--- src/rtl/reg_flagbank.sv ---
// rtl/reg_flagbank.sv - parametrised flag bank with per-bit modifiers and save/restore stack
module reg_flagbank #(
  parameter int NFLAGS      = 4,
  parameter int STACK_DEPTH = 4
) (
  input  logic                               clk,
  input  logic                               nreset,
  input  logic [NFLAGS-1:0]                  clr,
  input  logic [NFLAGS-1:0]                  cpl,
  input  logic                               we,
  input  logic [NFLAGS-1:0]                  wdata,
  input  logic                               alu_load,
  input  logic [NFLAGS-1:0]                  alu_mask,
  input  logic [NFLAGS-1:0]                  alu_flags,
  input  logic                               shift_en,
  input  logic                               shift_in,
  input  logic                               push,
  input  logic                               pop,
  input  logic                               err_clr,
  output logic [NFLAGS-1:0]                  flags,
  output logic [NFLAGS-1:0]                  flags_fast,
  output logic [$clog2(STACK_DEPTH+1)-1:0]   stack_depth,
  output logic                               stack_empty,
  output logic                               stack_full,
  output logic                               stack_err
);

  localparam int DW    = $clog2(STACK_DEPTH+1);
  // Storage sized to the full index range so depth-width indices never go out of bounds.
  localparam int SLOTS = 1 << DW;

  logic [NFLAGS-1:0] flags_q, flags_d;
  logic [DW-1:0]     depth_q, depth_d;
  logic              err_q, err_d;
  logic [NFLAGS-1:0] stack_q [SLOTS];

  logic [DW-1:0]     top_idx;
  logic              empty, full;
  logic              pop_src, push_only, pop_only, xchg, err_set;
  logic              wr_en;
  logic [DW-1:0]     wr_idx;
  logic [NFLAGS-1:0] top_val;

  // Stack occupancy decode and the effective push/pop/exchange actions.
  always_comb begin
    empty     = (depth_q == '0);
    full      = (depth_q == DW'(STACK_DEPTH));
    top_idx   = depth_q - DW'(1);
    top_val   = stack_q[top_idx];
    pop_src   = pop & ~empty;
    push_only = push & ~pop & ~full;
    pop_only  = pop & ~push & ~empty;
    xchg      = push & pop & ~empty;
    err_set   = (push & ~pop & full) | (pop & empty);
    wr_en     = push_only | xchg;
    wr_idx    = push_only ? depth_q : top_idx;
  end

  // Per-bit next flag value: priority-selected base, then clear/complement modifier.
  always_comb begin
    flags_d = flags_q;
    for (int i = 0; i < NFLAGS; i++) begin
      logic base;
      base = flags_q[i];
      if (pop_src)                      base = top_val[i];
      else if (we)                      base = wdata[i];
      else if (alu_load && alu_mask[i]) base = alu_flags[i];
      else if (i == 0 && shift_en)      base = shift_in;
      if (clr[i])      flags_d[i] = 1'b0;
      else if (cpl[i]) flags_d[i] = ~base;
      else             flags_d[i] = base;
    end
  end

  // Depth saturates at both ends; overflow/underflow raises the sticky error.
  always_comb begin
    depth_d = depth_q;
    if (push_only)     depth_d = depth_q + DW'(1);
    else if (pop_only) depth_d = depth_q - DW'(1);
    err_d = err_q;
    if (err_set)       err_d = 1'b1;
    else if (err_clr)  err_d = 1'b0;
  end

  // Architectural state with synchronous active-high reset.
  always_ff @(posedge clk) begin
    if (nreset) begin
      flags_q <= '0;
      depth_q <= '0;
      err_q   <= 1'b0;
    end else begin
      flags_q <= flags_d;
      depth_q <= depth_d;
      err_q   <= err_d;
    end
  end

  // Stack storage is not reset; writes capture the pre-update flags.
  always_ff @(posedge clk) begin
    if (!nreset && wr_en) stack_q[wr_idx] <= flags_q;
  end

  assign flags       = flags_q;
  assign flags_fast  = nreset ? '0 : flags_d;
  assign stack_depth = depth_q;
  assign stack_empty = empty;
  assign stack_full  = full;
  assign stack_err   = err_q;

endmodule
--- config.mk ---
export PLATFORM = sky130hd
export DESIGN_NAME = reg_flagbank
export DESIGN_NICKNAME = d
export VERILOG_FILES = /design/src/rtl/reg_flagbank.sv
export SDC_FILE = /design/constraint.sdc
export NUM_CORES = 1
export LEC_CHECK = 0
export CAP_MARGIN = 20
export CORE_AREA = 2 2 93 95
export CTS_BUF_LIST = sky130_fd_sc_hd__clkbuf_8
export DETAILED_ROUTE_END_ITERATION = 10
export DIE_AREA = 0 0 95 97
export PLACE_DENSITY = 0.54
export RECOVER_POWER = 25
export SYNTH_ARGS = -nofsm -noshare
export SYNTH_HDL_FRONTEND = slang
export SYNTH_SLANG_ARGS = --single-unit
--- constraint.sdc ---
create_clock -name clk -period 2.4 [get_ports clk]
set_input_delay 0.24 -clock clk [delete_from_list [all_inputs] [get_ports clk]]
set_output_delay 0.24 -clock clk [all_outputs]
set_load 0.02 [all_outputs]
Word level (Yosys, flattened, before mapping)
Memories as Yosys holds them, arrays and structs flattened.
Cells that the tools add are included.
W data, S select, Z words.
{"block": "classes", "n_addsub": 2, "multipliers": 0, "div_mod_pow": 0, "n_lt_le_gt_ge": 0, "n_eq_ne": 1, "n_shift": 0, "muxes": 29, "bitwise": 19, "reduce_logical": 9}
{"cell": "$mux W1", "count": 25}
{"cell": "$and A1 B1 Y1", "count": 9}
{"cell": "$mux W3", "count": 3}
{"cell": "$not A1 Y1", "count": 8}
{"cell": "$logic_and A1 B1 Y1", "count": 5}
{"cell": "$mux W4", "count": 1}
{"cell": "$reduce_bool A2 Y1", "count": 2}
{"cell": "$add A3 B1 Y3 const B", "count": 1}
{"cell": "$eq A3 B3 Y1 const B", "count": 1}
{"cell": "$logic_not A3 Y1", "count": 1}
{"cell": "$sub A3 B1 Y3 const B", "count": 1}
{"cell": "$or A1 B1 Y1", "count": 2}
{"cell": "$logic_not A1 Y1", "count": 1}
{"block": "totals", "ff_bits": 8, "latchBits": 0, "ram_bits": 32, "mem_bits_ro": 0, "input_bits": 29, "output_inout_bits": 14, "wordCells": 64, "mem_count": 1}
{"memory": "stack_q", "words": 8, "width": 4, "read_ports": 1, "rd_clocked_by_memory_dff": 0, "write_ports": 1, "line_no": "35", "source": "logic [NFLAGS-1:0] stack_q [SLOTS];"}

Depth between registers and ports, before layout
{"block": "depth", "ltp_word": 8, "mapped_depth": 9, "mapped_depth_nobuf": 7}

Least setup slack after synthesis
Ideal clock, no wire load.
{"block": "synth_timing", "kind": "register to register", "from": "register depth_q[0] (netlist: stack_depth[0])", "to": "memory stack_q[3][0] (enable)", "setup_time_ps": 361, "arrival_ps": 2533, "required_time_ps": 2039, "slack_ps": -494, "stages_incl_launch_ff": 9, "n_path_buf": 1, "synth_period_minus_slack_ps": 2894, "cell_sequence": "dfxtp_1 > inv_2 > ha_1 > and2_1 > or2_1 > clkbuf_1 > ha_1 > or2_2 > nor3_1"}
{"block": "synth_via", "elab_chain_len": 7, "word_cells_on_any_way": 12}
{"element": "start: declaration", "line_no": "33", "source": "logic [DW-1:0] depth_q, depth_d;"}
{"element": "start signal: assignment", "line_no": "93", "source": "depth_q <= depth_d;"}
{"element": "$eq A3 B3 Y1 (*)", "line_no": "47", "source": "full = (depth_q == DW'(STACK_DEPTH));"}
{"element": "named net stack_full", "line_no": "24", "source": "output logic stack_full,"}
{"element": "$not A1 Y1 (*)", "line_no": "51", "source": "push_only = push & ~pop & ~full;"}
{"element": "$and A1 B1 Y1 (*)", "line_no": "51"}
{"element": "$or A1 B1 Y1", "line_no": "55", "source": "wr_en = push_only | xchg;"}
{"element": "$logic_and A1 B1 Y1", "line_no": "100", "source": "if (!nreset && wr_en) stack_q[wr_idx] <= flags_q;"}
{"element": "$mux W1", "line_no": "100"}
{"element": "$mux W1 (implied by the code)", "line_no": "100"}
{"element": "end: declaration", "line_no": "35"}
Mark *: on every way through the listed nets, which the timed path passes. The rest lies on a longest branch.

Final worst setup path
{"block": "layout_timing", "from": "register depth_q[0] (netlist: stack_depth[0])", "to": "output flags_fast[3]"}
{"block": "layout_via", "elab_chain_len": 8, "word_cells_on_any_way": 10}
{"element": "branches (longest 3 deep; another with $mem_v2 Z8 W4)"}
{"element": "$mux W1 (*)", "line_no": "65", "source": "if (pop_src) base = top_val[i];"}
{"element": "$not A1 Y1", "line_no": "70", "source": "else if (cpl[i]) flags_d[i] = ~base;"}
{"element": "$mux W1 (*)", "line_no": "70"}
{"element": "$mux W1 (*)", "line_no": "69", "source": "if (clr[i]) flags_d[i] = 1'b0;"}
{"element": "$mux W4 (*)"}
{"element": "end: declaration", "line_no": "21", "source": "output logic [NFLAGS-1:0] flags_fast,"}
Every way passes the cells marked *.

==> results.yml <==
outcome:
  outcome: "finished with violations"
  violations: "setup timing"
hold_path:
  hp-start: "flags[2]"
  hold_class: "reg -> reg"
placed_design:
  gp_congestion: 0.780
  port_buffers: 42
  hpwl_um: 3640
  placed_cells: 328
die:
  io_pins: 43
  design.core.area_um2: 8130
  die_area_um2: 9220
  die_w_um: 95
  start_util_pct: 24.6
  die-height_um: 97
  core.rowCount: 33
synthesis:
  syn-cell-area_um2: 2000
  avgSynthCellArea_um2: 13.2
  synth_edf_count: 32
  yosysTopAreaCell: "edfxtp_1"
  synthTopCellsByArea: "edfxtp_1 48%, mux2i_1 8.5%, dfxtp_1 8.0%"
  ys_top_cells_by_count: "32 x edfxtp_1, 17 x mux2i_1, 9 x nor3_1"
  ys_seq_area_share_pct: 56.1
  yosys_warnings: 0
  synth_top_area_share_pct: 48.1
  syn-num-nets: 185
  yosys_most_used_dff: "edfxtp_1"
  ys_ff_latch: 40
  synth.most_common_cell: "edfxtp_1"
  postSynth.asyncResetShare_pct: 0
  yosysUniqueCellTypes: 43
  syn-instance-count: 151
critical_path:
  setup.worst_path.start: "stack_depth[0]"
  crit_arrival_ps: 2310
  slowest_stage: "mux4_2"
  startpoint_type: "flop"
  cp_slowest_stage_delay_ps: 490
  r2r_start: "stack_depth[0]"
  critPathMaxFanout: 7
  critPathKind: "reg -> out"
  path_buf_inv: 3
  worst_setup_path_end_kind: "primary output"
  cp_top_family: "multiplexers"
  cp.required_ps: 2160
  crit_chain: "inv_4 -> ha_4 -> buf_12 -> mux2i_1 -> mux4_2 -> mux2i_2 -> xnor2_1 -> nor3_2 -> buf_4"
clock_network:
  cts_tree: "done"
  clk_pin_slew_ps: 80
  clk_latency_ps: 290
  numCtsBuffers: 5
  ctsHtreeMaxLevel: 2
  clockBufferDepth: 2
  cts-root-buf: "clkbuf_8"
  cts.sinks: 40
finish:
  syn_to_final_growth_pct: 56.1
  utilization_pct: 38.3
  drive_above_1_share_pct: 35.0
  final_cells: 342
  diodes: 0
  final_nets: 270
routing:
  drt_first_pass_iters: 4
  vias: 1504
  drc_errors: 0
  wl_um: 4800
  routedWlPerCell_um: 14.0
  via_per_inst: 4.40
  detailedRoute.firstIterationViolations: 62
  ant_nets: 0
pwr:
  p_int_w: 0.00145
  power.net_switching_w: 0.000546
  clkPwrFrac_pct: 27.9
  p_leak_nw: 1.14
  combPwrFrac_pct: 32.3
  netSwitchingFraction_pct: 27.4
  seq_power_share_pct: 39.8
  powerDensity_nw_per_um2: 639
  vdd_ir_drop_max_mv: 0.225
sta:
  clock_skew_ps: 5.81
  max_freq_mhz: 393
  tightest_slew_ps: 585
  period_needed_ps: 2550
  rsz0062_at_grt: "yes"
  hold_viol_final: 0
  fin_crit_sh_pct: 106
  setup_viol: 4
  maxSlewViolCount: 0
  maxSlewHeadroom_pct: 60.8
  fin_ws_ps: -146
global_route:
  grt-ovfl-total: 0
  grt_pass1_vias: 1566
  grt_pass1_wl_um: 7620
  grt_usage_pct: 11.0
  grt_max_degree: 15
  antenna_found_initial: 0
job:
  drv_cap: 0
==> cell families after synthesis <==
logic type	count (synthesis)	share of synthesized area, %
adder cells (fa/ha/maj)	5	3.13
AO/OA/AOI/OAI	25	8.96
multiplexers	22	14.2
flip-flops	40	56.1
buffers and inverters	11	3.32
XOR/XNOR	5	2.19
AND/OR/NAND/NOR	43	12.1
==> state kept, by name, summed over array words and instances (netlist names) <==
| register | cells |
|---|---|
| stack_q | 32 |
| flags | 4 |
| stack_err | 1 |
| stack_depth | 3 |
==> power by group through the flow <==
stage | Sequential [W] | Clock (W) | Combinational [W]
3_3_place_gp | 0.000808 | 0 | 0.000562
4_1_cts | 0.000793 | 0.000580 | 0.000625
2_1_floorplan | 0.000831 | 0 | 0.000300
3_5_place_dp | 0.000808 | 0 | 0.000567
5_1_grt | 0.000796 | 0.000608 | 0.000694
6_report | 0.000792 | 0.000556 | 0.000644
==> worst paths after layout <==
| path | to | slack (ps) | depth (start not counted) |
|---|---|---|---|
| setup reg to reg | stack_q[0][3] | 120 | 10 |
| setup / recovery | flags_fast[3] | -150 | 9 |
| hold / removal | stack_q[1][2] | 620 | 1 |
| hold reg to reg | stack_q[1][2] | 620 | 1 |
==> metal layers <==
layer,vias up,part of all wire [%],track usage [%]
li1,746,-,-
met1,716,46,13.9
met2,35,47,17.6
met5,-,0,0
met4,0,1.9,4.68
met3,7,5.4,2.96
==> through the flow <==
stage | total power [W] | setup TNS [ps] | area [um^2] | setup WS (ps) | hold slack (ps)
2_1_floorplan | 0.00113 | 0 | 2080 | 1.01 | 364
3_3_place_gp | 0.00137 | -3110 | 2880 | -342 | 587
3_5_place_dp | 0.00138 | -3600 | 2880 | -360 | 599
4_1_cts | 0.00200 | -472 | 3060 | -174 | 497
5_1_grt | 0.00210 | -878 | 3120 | -271 | 622
6_report | 0.00199 | -380 | 3120 | -146 | 615
==> placed cells by master, fill, tap and decap left out, types with 2 or more instances in the layout <==
| cell | n |
|---|---|
| clkbuf_8 | 5 |
| inv_1 | 3 |
| buf_4 | 39 |
| nand2_1 | 7 |
| clkbuf_1 | 3 |
| clkdlybuf4s50_1 | 38 |
| nor3_4 | 3 |
| xor2_1 | 2 |
| nand2b_1 | 5 |
| ha_4 | 4 |
| clkinv_4 | 2 |
| xnor2_1 | 3 |
| o21a_1 | 2 |
| a21boi_0 | 3 |
| or2_4 | 2 |
| buf_12 | 2 |
| mux2i_1 | 15 |
| o21ai_0 | 3 |
| nor2_1 | 4 |
| edfxtp_1 | 32 |
| a21oi_1 | 3 |
| dfxtp_1 | 6 |
| o31ai_1 | 3 |
| and3_1 | 3 |
| nor2b_1 | 4 |
| o311a_1 | 2 |
| nor3_1 | 2 |
| nor3_2 | 7 |
| mux4_2 | 5 |
| mux2i_2 | 2 |
==> layout make-up <==
type	count	area, um^2
flip-flops and latches	40	1130
well taps	105	131
multi-input cells	100	956
repair buffers	84	767
clock buffers	5	68.8
inverters	5	21.3
clock inverters	3	47.5
fillers	783	5020
==> worst register-to-register path, delay by kind of cell, from the launching register on <==
kind | cells | cell delay, ps
adder cells (fa/ha/maj) | 2 | 440
buffers and inverters | 4 | 530
flip-flops | 1 | 360
AND/OR/NAND/NOR | 4 | 660
==> timing repair <==
| action | 4_1_cts | 5_1_grt |
|---|---|---|
| hold buffers | 0 | 0 |
| hold endpoints to repair | 0 | 0 |
| endpoints found under the setup margin | 28 | 16 |
| pin swaps | 4 | 5 |
| gates resized for setup | 29 | 6 |
| cloned | 1 | 0 |
| setup buffers | 3 | 2 |
No activity file was read; power rests on OpenSTA's default activity.
